$ cat config.mk
export PLATFORM = sky130hd
export DESIGN_NAME = icache
export DESIGN_NICKNAME = d
export VERILOG_FILES = /design/src/rtl/icache.sv
export SDC_FILE = /design/constraint.sdc
export NUM_CORES = 1
export LEC_CHECK = 0
export BUFFER_PORTS_ARGS = -buffer_cell sky130_fd_sc_hd__buf_4
export CAP_MARGIN = 0
export CORE_AREA = 3 3 256 258
export CTS_BUF_LIST = sky130_fd_sc_hd__clkbuf_8 sky130_fd_sc_hd__clkbuf_16
export DETAILED_ROUTE_END_ITERATION = 12
export DIE_AREA = 0 0 259 261
export HOLD_SLACK_MARGIN = 0.05
export PLACE_DENSITY_LB_ADDON = 0.15
export SLEW_MARGIN = 20
export SYNTH_ARGS = -nofsm -noshare
export SYNTH_HDL_FRONTEND = slang
export SYNTH_SLANG_ARGS = --single-unit
$ cat constraint.sdc
create_clock -name CLK -period 9.6 [get_ports CLK]
set_input_delay 0 -clock CLK [delete_from_list [all_inputs] [get_ports CLK]]
set_output_delay 0 -clock CLK [all_outputs]
set_load 0.02 [all_outputs]
$ cat src/rtl/icache.sv
// icache: direct-mapped, one-word-per-frame instruction cache.
//   Parameter SETS : number of frames (power of two, 2..256).
//   CLK            : rising-edge clock.
//   nRST           : synchronous active-high reset.
//   imemREN        : datapath instruction-read request.
//   imemaddr[31:0] : datapath word-aligned byte address.
//   ihit           : imemload carries the requested word this cycle.
//   imemload[31:0] : instruction word to the datapath (0 when no hit).
//   iREN           : read request to the memory controller.
//   iaddr[31:0]    : memory-controller read address (0 when idle).
//   iload[31:0]    : memory-controller read data.
//   iwait          : memory busy; iload is valid when iREN=1 and iwait=0.
module icache #(
    parameter int SETS = 16
) (
    input  logic        CLK,
    input  logic        nRST,
    input  logic        imemREN,
    input  logic [31:0] imemaddr,
    output logic        ihit,
    output logic [31:0] imemload,
    output logic        iREN,
    output logic [31:0] iaddr,
    input  logic [31:0] iload,
    input  logic        iwait
);
    localparam int IW = $clog2(SETS);
    localparam int TW = 32 - 2 - IW;

    typedef enum logic {IDLE, FETCH} state_t;

    state_t          r_state;
    state_t          w_next_state;
    logic [SETS-1:0] r_valid;
    logic [TW-1:0]   r_tag  [SETS];
    logic [31:0]     r_data [SETS];
    logic [31:0]     r_miss_addr;

    logic [IW-1:0]   w_index;
    logic [TW-1:0]   w_tag;
    logic [IW-1:0]   w_fill_index;
    logic [TW-1:0]   w_fill_tag;
    logic            w_lookup_hit;
    logic            w_miss;
    logic            w_fill;

    assign w_index      = imemaddr[2+IW-1:2];
    assign w_tag        = imemaddr[31:2+IW];
    assign w_fill_index = r_miss_addr[2+IW-1:2];
    assign w_fill_tag   = r_miss_addr[31:2+IW];

    always_comb begin
        w_lookup_hit = 1'b0;
        w_miss       = 1'b0;
        w_fill       = 1'b0;
        w_next_state = r_state;
        ihit         = 1'b0;
        imemload     = '0;
        iREN         = 1'b0;
        iaddr        = '0;

        if (r_state == IDLE && imemREN) begin
            w_lookup_hit = r_valid[w_index] && (r_tag[w_index] == w_tag);
            w_miss       = !w_lookup_hit;
        end
        w_fill = (r_state == FETCH) && !iwait && !nRST;

        case (r_state)
            IDLE:    if (w_miss) w_next_state = FETCH;
            FETCH:   if (!iwait) w_next_state = IDLE;
            default: w_next_state = IDLE;
        endcase

        // Outputs are forced quiet while reset is asserted, even if stale
        // valid bits or an in-flight fill would otherwise drive them.
        if (!nRST) begin
            ihit = w_lookup_hit;
            if (w_lookup_hit) imemload = r_data[w_index];
            iREN = (r_state == FETCH);
            if (r_state == FETCH) iaddr = r_miss_addr;
        end
    end

    always_ff @(posedge CLK) begin
        if (nRST) begin
            r_state     <= IDLE;
            r_valid     <= '0;
            r_miss_addr <= '0;
        end else begin
            r_state <= w_next_state;
            if (w_fill) r_valid[w_fill_index] <= 1'b1;
            if (w_miss) r_miss_addr <= imemaddr;
        end
    end

    // Tag and data arrays carry no reset; validity alone gates their use.
    always_ff @(posedge CLK) begin
        if (w_fill) begin
            r_tag[w_fill_index]  <= w_fill_tag;
            r_data[w_fill_index] <= iload;
        end
    end
endmodule

Word level (Yosys, flattened, before mapping)
Memories as Yosys holds them, arrays and structs flattened.
Index checks and enable logic that the tools add are counted.
{"block": "classes", "n_lt_le_gt_ge": 3, "eq_ne": 1, "mux": 17, "bitwise_logic": 2, "n_reduce_logical": 8}
{"cell": "32-bit two-way mux", "n": 4}
{"cell": "26-bit == test", "n": 1}
{"cell": "16-bit bitwise OR", "n": 1}
{"cell": "4-bit by 5-bit less-than comparator with 1-bit output, second input constant", "n": 2}
{"cell": "1-bit two-way mux", "n": 10}
{"cell": "1-bit logical AND", "n": 5}
{"cell": "1-bit binary-select mux with 4-bit select", "n": 1}
{"cell": "1-bit demux with 4-bit select", "n": 1}
{"cell": "4-bit by 1-bit greater-or-equal comparator with 1-bit output, second input constant", "n": 1}
{"cell": "1-bit zero test", "n": 3}
{"cell": "1-bit one-hot mux with 2 select lines", "n": 1}
{"cell": "1-bit NOT", "n": 1}
{"block": "word_totals", "regBits": 49, "ram_bits": 928, "out_inout_bits": 66, "memories": 2}
{"name": "r_data", "depth": 16, "width": 32, "read_ports": 1, "rd_clocked_by_memory_dff": 0, "write_ports": 1, "line": "36", "source": "logic [31:0] r_data [SETS];"}
{"name": "r_tag", "depth": 16, "width": 26, "read_ports": 1, "rd_clocked_by_memory_dff": 0, "write_ports": 1, "line": "35", "source": "logic [TW-1:0] r_tag [SETS];"}

Depth between registers and ports, before layout
{"block": "depth", "ltp_word": 7, "depth_mapped": 12}

Worst setup path before layout
OpenSTA, ideal clock, no wires.
{"block": "synth_timing", "kind": "register to register", "start": "register r_miss_addr[2]", "end": "memory r_data[0][0] (enable)", "arrival_time_ns": 4.921, "t_required_ns": 9.053, "setup_slack_ns": 4.132, "path_stages_with_launch": 3, "n_path_buf": 0, "period_less_slack_ns": 5.468, "path_cell_list": "dfxtp_1 -> or4_1 -> nor3_1"}
{"item": "start, declared", "line": "37", "source": "logic [31:0] r_miss_addr;"}
{"item": "start signal, assigned", "line": "92", "source": "if (w_miss) r_miss_addr <= imemaddr;"}
{"item": "end, declared", "line": "36"}
Straight into the memory's write port.

Worst setup path after layout
{"block": "layout_timing", "start": "input imemaddr[2]", "end": "output imemload[31]"}
{"block": "layout_via", "elab_chain_cells": 6, "elab_cells_between_ends": 9, "cone_classes": "1 x eq/ne; 5 x mux; 1 x reduce/logical; 2 x memory"}
{"item": "start, declared", "line": "19", "source": "input logic [31:0] imemaddr,"}
{"item": "memory 16 x 26 bit / 1-bit binary-select mux with 4-bit select (equally long branches)"}
{"item": "26-bit == test / 1-bit two-way mux (equally long branches)", "line": "63", "source": "w_lookup_hit = r_valid[w_index] && (r_tag[w_index] == w_tag);"}
{"item": "1-bit logical AND", "line": "63"}
{"item": "1-bit two-way mux", "line": "62", "source": "if (r_state == IDLE && imemREN) begin"}
{"item": "32-bit two-way mux (*)", "line": "78", "source": "if (w_lookup_hit) imemload = r_data[w_index];"}
{"item": "32-bit two-way mux (*)", "line": "76", "source": "if (!nRST) begin"}
{"item": "end, declared", "line": "21", "source": "output logic [31:0] imemload,"}
Every way passes the cells marked *; elsewhere a longest branch is shown, timed or not. The select of a mux whose other input is x is not followed.

==> summary.txt <==
Worst hold path
  – Hold_sp: imemaddr[5]
  – Hold path cells: 4
  – Hold Crit Class: input pin to flop
  – Hold EP: r_miss_addr[5]

Floorplanning
  – DIE AREA: 67600 sq um
  – Chip height: 261 um
  – Starting density of the core: 60.12%
  – Row count: 92
  – Top-level I/O count: 134
  – Core area: 63200 sq um
  – Die W: 259 um

Global routing
  – Total track usage: 25.05%
  – First-pass GRT wire length: 122500 um
  – Initial antenna violation count: 0
  – Grt total ovfl: 0
  – Vias in the first global route: 18790
  – Largest net degree at the start of global routing: 114

Yosys
  – Synth Instances: 1710
  – FF+latch count, synth: 977
  – Avg Inst Size Synth: 22.22 sq um
  – Sequential element share of the synthesized area: 75.93%
  – Post-Syn Area: 37990 sq um
  – Asr flop ratio synth: 0%
  – Syn Nets: 1778
  – Synth warn: 0
  – Ys flop type: edfxtp_1
  – Number of enable flip-flop cells after synthesis: 928
  – Unique masters post-synth: 39

Worst setup path
  – R2R Path End: r_state
  – Critical Path Source Type: input pin
  – CP Max Fanout: 113
  – CP arrival: 4.84 ns
  – Reg2reg start: r_tag[12][12]
  – Crit path kind: input pin to primary output
  – Crit end category: primary output
  – Flop2flop setup slack: 5.84 ns
  – R2R cell count: 10
  – Worst Path Required: 9.60 ns

Timing
  – Actual slew at the worst max-slew pin: 1.137 ns
  – FMAX: 206.6 MHz
  – Unrepaired setup endpoints after global routing: false
  – Setup TNS: 0 ns
  – Setup violators final: 0
  – Pins Over Slew Limit: 0
  – Final clock skew: 0.01914 ns
  – Post-layout min period: 4.840 ns
  – Period Utilization, post-route: 50.42%
  – Final hold violation count: 0
  – Max-slew headroom: 24.17%
  – Fin worst setup slack: 4.760 ns

Clocking
  – Sink Count: 977
  – H-Tree Depth: 3
  – Root Buffer: clkbuf_16
  – Clk_lat worst skew: 0.63 ns
  – Clock tree from TritonCTS: yes
  – Clock-pin slew on the worst setup and hold paths: 0.06 ns
  – Clock Path Buffers: 3
  – Total CTS buffers: 95
  – CTS-repair resized insts: 0

Power
  – Maximum vdd drop: 0.1623 mV
  – Power Total: 8.825 mW
  – Lkg Pwr: 14.62 nW
  – PwrDens: 201.5 nW/um^2

Drt
  – Drt drc: 0
  – Initial DRC Count: 1804
  – ANT nets after route: 0
  – Routed vias: 17820
  – Post-DR wirelength/cell: 28.63 um
  – Vias per cell: 6.205
  – Final WL: 82230 um
  – Router iterations before antenna repair: 5

Placed design
  – Placer congestion estimate: 0.7226
  – HPWL after DPL: 41140 um
  – Port Buffers: 133
  – DP Worst Slack: 5.140 ns
  – Placed Cells incl. Taps: 2628

Layout
  – N_diodes: 0
  – Area Overhead vs Synth: 15.26%
  – Layout fillers: 3877
  – Layout cell share with drive strength beyond 1: 29.42%
  – Util after Layout: 69.29%
  – Fin nets: 2014
  – Layout Cells excl Fill: 2872

Outcome
  – Outcome: complete, no violations

Flow run
  – Max-Cap Viols: 0
-- kinds of logic (layout without fill, tap and decap cells) --
| group | after synthesis | after routing | synth area share, % |
|---|---|---|---|
| multiplexers | 356 | 356 | 18.11 |
| AND/OR/NAND/NOR | 214 | 214 | 3.162 |
| XOR/XNOR | 46 | 46 | 1.060 |
| buffers and inverters | 96 | 412 | 1.298 |
| flip-flops | 977 | 977 | 75.93 |
| AO/OA/AOI/OAI | 21 | 21 | 0.4446 |
-- stage by stage --
step	instance area, sq um	hold slack, ns
floorplan	37990	0.09887
global placement	39950	0.2666
detailed placement	39950	0.2899
CTS	43740	0.06348
global route	43790	0.1164
finish	43790	0.08745
-- critical path, stage by stage --
cell and delay (ns):
dlygate4sd3_1 0.56, buf_8 0.59, buf_12 0.79, mux4_2 0.64, xor2_1 0.18, o211ai_1 0.33, nand4_1 0.26, a211oi_1 0.53
nand4_1 0.17, buf_4 0.29, and2b_1 0.26, buf_4 0.13
-- routing by layer --
layer | vias to the layer above | GRT usage [%] | wire length [um]
li1 | 7525 | - | -
met1 | 9547 | 36.59 | 34670
met2 | 648 | 40.92 | 41130
met3 | 100 | 3.733 | 5093
met4 | 0 | 6.185 | 1341
met5 | - | 0 | 0
-- layout by cell type, fill, tap and decap left out, drive strengths merged, types with 3 or more instances in the layout --
| cell | Yosys | routed |
|---|---|---|
| nor3 | 8 | 8 |
| buf | 52 | 167 |
| xor2 | 14 | 14 |
| o21ai | 3 | 3 |
| nand2 | 12 | 12 |
| dfxtp | 49 | 49 |
| clkinv | 0 | 29 |
| nor2b | 32 | 32 |
| edfxtp | 928 | 928 |
| and2 | 34 | 34 |
| clkbuf | 41 | 103 |
| nand2b | 68 | 68 |
| bufinv | 0 | 10 |
| mux4 | 265 | 265 |
| nand3 | 3 | 3 |
| nand4 | 3 | 3 |
| dlygate4sd3 | 0 | 65 |
| nor2 | 48 | 48 |
| inv | 3 | 31 |
| clkinvlp | 0 | 7 |
| mux2i | 91 | 91 |
| xnor2 | 32 | 32 |
-- Yosys cell counts, types with 8 or more instances --
| master | count | area share (%) |
|---|---|---|
| nand2b_1 | 68 | 1.1 |
| nor3_1 | 8 | 0.11 |
| clkbuf_1 | 41 | 0.41 |
| nor2_1 | 48 | 0.47 |
| edfxtp_1 | 928 | 73 |
| and2_1 | 34 | 0.56 |
| buf_6 | 8 | 0.24 |
| dfxtp_1 | 49 | 2.6 |
| buf_4 | 9 | 0.18 |
| mux2i_1 | 91 | 2.4 |
| xnor2_1 | 32 | 0.74 |
| nor2b_1 | 32 | 0.53 |
| mux4_2 | 265 | 16 |
| buf_2 | 31 | 0.41 |
| nand2_1 | 12 | 0.12 |
| xor2_1 | 14 | 0.32 |
-- worst max path at each step --
stage                         startpoint      endpoint  cells after the start
after global placement       imemaddr[2]       r_state                     10
after CTS                    imemaddr[2]  imemload[31]                     12
final                        imemaddr[2]  imemload[31]                     12
after detailed placement     imemaddr[2]  imemload[31]                     11
after global routing         imemaddr[2]  imemload[31]                     13
after floorplan           r_miss_addr[2]  r_data[0][0]                      2
-- registers in the layout, indices dropped and copies added, names as in the netlist --
| name | flops |
|---|---|
| r_data | 512 |
| r_miss_addr | 32 |
| r_state | 1 |
| r_tag | 416 |
| r_valid | 16 |
-- layout make-up --
| cell class | count | area (sq um) | area share (%) |
|---|---|---|---|
| clock inverter | 74 | 606.8 | 1.386 |
| inverter | 3 | 13.76 | 0.03143 |
| tap | 846 | 1059 | 2.417 |
| sequential | 977 | 28850 | 65.88 |
| clock buffer | 103 | 2532 | 5.783 |
| multi-input combinational | 637 | 8762 | 20.01 |
| timing repair buffer | 232 | 1968 | 4.495 |
-- what timing repair did --
item	in CTS	in global routing
buffers inserted	0	0
hold buffers	65	0
endpoints found under the hold margin	559	0
-- power breakdown --
group          switching, mW  leakage (nW)  internal, mW  total (mW)
clock network           1.53          1.63          2.16        3.69
logic                  0.207          3.95         0.197       0.404
registers             0.0386          9.04          4.69        4.73
total                   1.78          14.6          7.05        8.82
Power figures use the tool's default switching activity.
